File: src/rtl/uart_rx_cfg.sv
// Parametrised oversampling UART receiver with input synchroniser, false-start rejection,
// optional parity and 1 or 2 stop bits; one rx_done pulse per received frame.
module uart_rx_cfg #(
  parameter int DATA_BITS  = 8,
  parameter int OVERSAMPLE = 16,
  parameter int PARITY     = 0,
  parameter int STOP_BITS  = 1
) (
  input  logic                 clk,
  input  logic                 rst,
  input  logic                 rx,
  input  logic                 b_tick,
  output logic [DATA_BITS-1:0] rx_data,
  output logic                 rx_done,
  output logic                 parity_err,
  output logic                 frame_err,
  output logic                 busy
);

  localparam int TW = $clog2(OVERSAMPLE);
  localparam logic [TW-1:0] TICK_MID  = TW'(OVERSAMPLE / 2 - 1);
  localparam logic [TW-1:0] TICK_LAST = TW'(OVERSAMPLE - 1);
  localparam logic [3:0]    DATA_LAST = 4'(DATA_BITS - 1);
  localparam logic [3:0]    STOP_LAST = 4'(STOP_BITS - 1);

  typedef enum logic [2:0] {IDLE, START, DATA, PAR, STOP, BRK} state_t;

  state_t               state, state_n;
  logic [1:0]           sync;
  logic                 rx_s;
  logic [TW-1:0]        tick_cnt, tick_n;
  logic [3:0]           bit_cnt, bit_n;
  logic [DATA_BITS-1:0] shreg, shreg_n, data_n;
  logic                 par_acc, par_acc_n;
  logic                 perr_acc, perr_acc_n;
  logic                 ferr_acc, ferr_acc_n;
  logic                 done_n, perr_n, ferr_n;
  logic                 centre;

  assign rx_s   = sync[1];
  assign centre = b_tick && (tick_cnt == TICK_LAST);
  assign busy   = (state == DATA) || (state == PAR) || (state == STOP) || (state == BRK);

  always_ff @(posedge clk) begin
    if (rst) begin
      state      <= IDLE;
      sync       <= 2'b11;
      tick_cnt   <= '0;
      bit_cnt    <= '0;
      shreg      <= '0;
      par_acc    <= 1'b0;
      perr_acc   <= 1'b0;
      ferr_acc   <= 1'b0;
      rx_done    <= 1'b0;
      rx_data    <= '0;
      parity_err <= 1'b0;
      frame_err  <= 1'b0;
    end else begin
      state      <= state_n;
      sync       <= {sync[0], rx};
      tick_cnt   <= tick_n;
      bit_cnt    <= bit_n;
      shreg      <= shreg_n;
      par_acc    <= par_acc_n;
      perr_acc   <= perr_acc_n;
      ferr_acc   <= ferr_acc_n;
      rx_done    <= done_n;
      rx_data    <= data_n;
      parity_err <= perr_n;
      frame_err  <= ferr_n;
    end
  end

  always_comb begin
    state_n    = state;
    tick_n     = tick_cnt;
    bit_n      = bit_cnt;
    shreg_n    = shreg;
    par_acc_n  = par_acc;
    perr_acc_n = perr_acc;
    ferr_acc_n = ferr_acc;
    done_n     = 1'b0;
    data_n     = rx_data;
    perr_n     = parity_err;
    ferr_n     = frame_err;
    case (state)
      IDLE: begin
        if (b_tick && !rx_s) begin
          tick_n     = '0;
          bit_n      = '0;
          par_acc_n  = 1'b0;
          perr_acc_n = 1'b0;
          ferr_acc_n = 1'b0;
          state_n    = START;
        end
      end
      START: begin
        // Re-check the line half a bit in so short glitches never start a frame
        if (b_tick) begin
          if (tick_cnt == TICK_MID) begin
            if (rx_s) begin
              state_n = IDLE;
            end else begin
              tick_n  = '0;
              state_n = DATA;
            end
          end else begin
            tick_n = tick_cnt + 1'b1;
          end
        end
      end
      DATA: begin
        if (centre) begin
          tick_n    = '0;
          shreg_n   = {rx_s, shreg[DATA_BITS-1:1]};
          par_acc_n = par_acc ^ rx_s;
          if (bit_cnt == DATA_LAST) begin
            bit_n   = '0;
            state_n = (PARITY != 0) ? PAR : STOP;
          end else begin
            bit_n = bit_cnt + 1'b1;
          end
        end else if (b_tick) begin
          tick_n = tick_cnt + 1'b1;
        end
      end
      PAR: begin
        if (centre) begin
          tick_n     = '0;
          perr_acc_n = (PARITY == 1) ? !(par_acc ^ rx_s) : (par_acc ^ rx_s);
          state_n    = STOP;
        end else if (b_tick) begin
          tick_n = tick_cnt + 1'b1;
        end
      end
      STOP: begin
        if (centre) begin
          tick_n = '0;
          if (bit_cnt == STOP_LAST) begin
            bit_n   = '0;
            done_n  = 1'b1;
            data_n  = shreg;
            perr_n  = perr_acc;
            ferr_n  = ferr_acc | !rx_s;
            state_n = (ferr_acc || !rx_s) ? BRK : IDLE;
          end else begin
            bit_n      = bit_cnt + 1'b1;
            ferr_acc_n = ferr_acc | !rx_s;
          end
        end else if (b_tick) begin
          tick_n = tick_cnt + 1'b1;
        end
      end
      BRK: begin
        // A held-low line must return high before another frame can start
        if (b_tick && rx_s) state_n = IDLE;
      end
      default: state_n = IDLE;
    endcase
  end

endmodule

File: config.mk
export PLATFORM = sky130hd
export DESIGN_NAME = uart_rx_cfg
export DESIGN_NICKNAME = d
export VERILOG_FILES = /design/src/rtl/uart_rx_cfg.sv
export SDC_FILE = /design/constraint.sdc
export NUM_CORES = 1
export LEC_CHECK = 0
export ABC_AREA = 1
export BUFFER_PORTS_ARGS = -buffer_cell sky130_fd_sc_hd__clkbuf_2
export CORE_MARGIN = 2
export CORE_UTILIZATION = 60
export CTS_BUF_LIST = sky130_fd_sc_hd__clkbuf_2
export CTS_CLUSTER_DIAMETER = 150
export CTS_CLUSTER_SIZE = 8
export DETAILED_ROUTE_END_ITERATION = 10
export PLACE_DENSITY_LB_ADDON = 0.2
export SYNTH_ARGS = -nofsm -noshare
export SYNTH_HDL_FRONTEND = slang
export SYNTH_SLANG_ARGS = --single-unit
File: constraint.sdc
create_clock -name clk -period 2.05 [get_ports clk]
set_input_delay 0.1025 -clock clk [delete_from_list [all_inputs] [get_ports clk]]
set_output_delay 0.1025 -clock clk [all_outputs]
set_load 0.05 [all_outputs]
==> metrics.csv <==
stage;metric;value;unit
pwr;Flop pwr share;35.0;%
critical_path;WS Path Type;register to output port;
sta;setup TNS;0;ns
detailed_routing;post-DR vias/cell;5.21;
floorplanning;IO Pins;16;
sta;unrepaired setup endpoints after global routing;false;
pwr;pwr dens;1310;nW/µm²
synthesis;syn nets;258;
min_path;hold_sp;b_tick;
critical_path;Reg-to-Reg Start;tick_cnt[0];
pwr;clock network power share;17.9;%
global_routing;Tot GR Track Use;23.4;%
critical_path;R2R setup slack;0.38;ns
clock_tree;cts-stage hold buffer count;2;
min_path;worst hold path type;input port to register;
global_routing;largest net degree at the start of global routing;28;
detailed_routing;Pre-antenna DRT Iters;4;
sta;Final min period;1.71;ns
critical_path;CP endpoint kind;output port;
floorplanning;Site Rows;19;
layout;fill count;247;
synthesis;number of synthesized register bits;35;
global_routing;total grt overflow;0;
sta;setup violators final;0;
global_routing;first-pass GRT wire length;5980;µm
pwr;switching share of power;45.1;%
clock_tree;htree depth;2;
clock_tree;root buf cell;clkbuf_2;
detailed_routing;Starting DRT DRC Count;99;
sta;Worst Tran Pin Value;0.699;ns
synthesis;Netlist cell types;26;
pwr;Cell Int Power;1.37;mW
synthesis;YS warnings;0;
synthesis;sequential element share of the synthesized area;40.3;%
sta;final period utilization;83.4;%
clock_tree;CTS buffer count;5;
critical_path;worst path arrival time;1.61;ns
sta;clock skew;0.0200;ns
outcome;status;finished clean;
sta;slew margin rel.;53.3;%
pwr;leakage;0.870;nW
floorplanning;core footprint;2760;µm²
pwr;Psw;1.13;mW
synthesis;number of synthesized flops with an enable pin;0;
detailed_routing;DRC;0;
layout;Final nets;278;
synthesis;synthesized area per cell;6.93;µm²
floorplanning;Die ar.;3350;µm²
critical_path;CP max stage delay;0.47;ns
synthesis;Post-Syn Area;1740;µm²
floorplanning;die width;57.8;µm
clock_tree;Post-CTS Setup Inserts;0;
synthesis;ys flop type;dfxtp_1;
layout;final core utilization;69.3;%
clock_tree;Max clock buf depth;2;
clock_tree;TritonCTS clock tree;built;
layout;share of cells above drive strength 1;17.6;%
placement;GPL Wtd Cong;0.888;
pwr;maximum VDD drop;0.00110;V
pwr;combinational share of power;47.1;%
global_routing;number of global-route vias before repair;1417;
critical_path;cell chain of the critical path;nor2_4, nand2_2, o211ai_1, clkbuf_2;
sta;f_max;585;MHz
synthesis;Post-Synthesis Cells;251;
clock_tree;PostCTS Resize Cnt;0;
global_routing;initial antenna violation count;0;
layout;Ant. Diodes;0;
sta;Slew Viols, Final;0;
clock_tree;clk slew on worst S/H paths;0.19;ns
detailed_routing;total wire length;3510;µm
critical_path;Max Fanout on Critical Path;8;
detailed_routing;via count;1580;
critical_path;CP Launch Type;register;
critical_path;CP startpoint;state[1];
sta;Hold Violations, Final;0;
clock_tree;clk sinks;35;
floorplanning;starting density of the core;63.1;%
placement;post-DP HPWL;2530;µm
layout;Layout area overhead;9.93;%
job;max-cap violations;0;
floorplanning;Die Span Y;57.8;µm
detailed_routing;Routed WL per cell;11.6;µm
clock_tree;clk_lat worst skew;0.39;ns
critical_path;Slowest-stage cell, CP;dfxtp_1;
detailed_routing;Routed Antenna Nets;0;
placement;I/O Buffers;15;
critical_path;Critical Path RT;1.95;ns
synthesis;Synth async-reset ratio;0;%
[Yosys cell counts (2+ instances only)]
| library cell | n | area (µm²) |
|---|---|---|
| nand2_2 | 6 | 37.5 |
| nor2_1 | 52 | 195 |
| nor3_1 | 2 | 10.0 |
| inv_2 | 4 | 15.0 |
| nand3_1 | 15 | 75.1 |
| clkbuf_1 | 2 | 7.51 |
| xor2_1 | 3 | 26.3 |
| nor2_2 | 2 | 12.5 |
| clkinv_1 | 2 | 7.51 |
| o21ai_0 | 20 | 100 |
| or2_2 | 3 | 18.8 |
| a21oi_2 | 2 | 17.5 |
| nand2_1 | 50 | 188 |
| ha_1 | 3 | 37.5 |
| nand4_1 | 3 | 18.8 |
| inv_1 | 15 | 56.3 |
| a21oi_1 | 21 | 105 |
| nand3_2 | 2 | 20.0 |
| nor2_4 | 3 | 33.8 |
| dfxtp_1 | 35 | 701 |
[registers in the layout, indices dropped and copies added, names as in the netlist]
name and count:
shreg 8, rx_data 8, tick_cnt 4, state 3
rx_done 1, frame_err 1, ferr_acc 1, perr_acc 1
bit_cnt 4, par_acc 1, parity_err 1, sync 2
[through the flow]
stage | worst slack [ns] | hold WS [ns] | power, mW | cells | instance area (µm²)
floorplan | 0.591 | 0.206 | 1.86 | 251 | 1740
global placement | 0.451 | 0.289 | 2.03 | 293 | 1820
detailed placement | 0.420 | 0.290 | 2.06 | 293 | 1820
CTS | 0.333 | 0.178 | 2.51 | 303 | 1910
global route | 0.220 | 0.206 | 2.74 | 303 | 1910
finish | 0.340 | 0.196 | 2.50 | 303 | 1910
[path summary, 6_finish.rpt]
check | endpoint | cells after the start
max | busy | 4
min reg2reg | sync[1] | 1
min | tick_cnt[2] | 5
max reg2reg | shreg[7] | 7
[power by group through the flow]
stage / logic, mW / registers [mW] / clock network (mW)
2_1_floorplan: 1.02 / 0.847 / 0
3_3_place_gp: 1.15 / 0.885 / 0
3_5_place_dp: 1.17 / 0.887 / 0
4_1_cts: 1.18 / 0.871 / 0.458
5_1_grt: 1.35 / 0.888 / 0.495
6_report: 1.18 / 0.874 / 0.447
[final cells by class]
type | instances | area, µm² | share of cell area, %
clock inverters | 3 | 43.8 | 2.29
clock buffers | 5 | 25.0 | 1.31
multi-input cells | 189 | 915 | 47.8
well taps | 31 | 38.8 | 2.03
inverters | 21 | 78.8 | 4.12
repair buffers | 19 | 110 | 5.76
flip-flops and latches | 35 | 701 | 36.6
[critical path, delay by kind of cell, from the launching register on]
kind / cells / cell delay, ns
flops: 1 / 0.47
simple gates: 2 / 0.31
buf+inv: 1 / 0.30
compound gates: 1 / 0.13
[routing by layer]
metal / vias to the layer above / global-route usage (%) / routed length (µm)
met5: - / 0 / 0
met4: 0 / 9.30 / 61
met3: 7 / 7.14 / 100
met2: 22 / 37.3 / 1560
met1: 698 / 29.5 / 1790
li1: 853 / - / -
[cell usage in the layout (no fill, tap or decap), drive strengths merged]
cell	count
a21oi	23
buf	2
bufinv	1
clkbuf	20
clkinv	4
dfxtp	35
dlygate4sd3	2
ha	3
inv	19
nand2	57
nand3	17
nand4	3
nor2	57
nor3	2
o211ai	1
o21ai	20
or2	3
xor2	3
[cell families after synthesis]
kind of cell	count (synthesis)	synth area share (%)
AOI/OAI and AO/OA	44	13.2
adders and majority gates	3	2.16
buffers and inverters	27	7.12
and+or+nand+nor	139	35.7
xor gates and xnor gates	3	1.51
DFF	35	40.3
(Power assumes the default switching activity.)
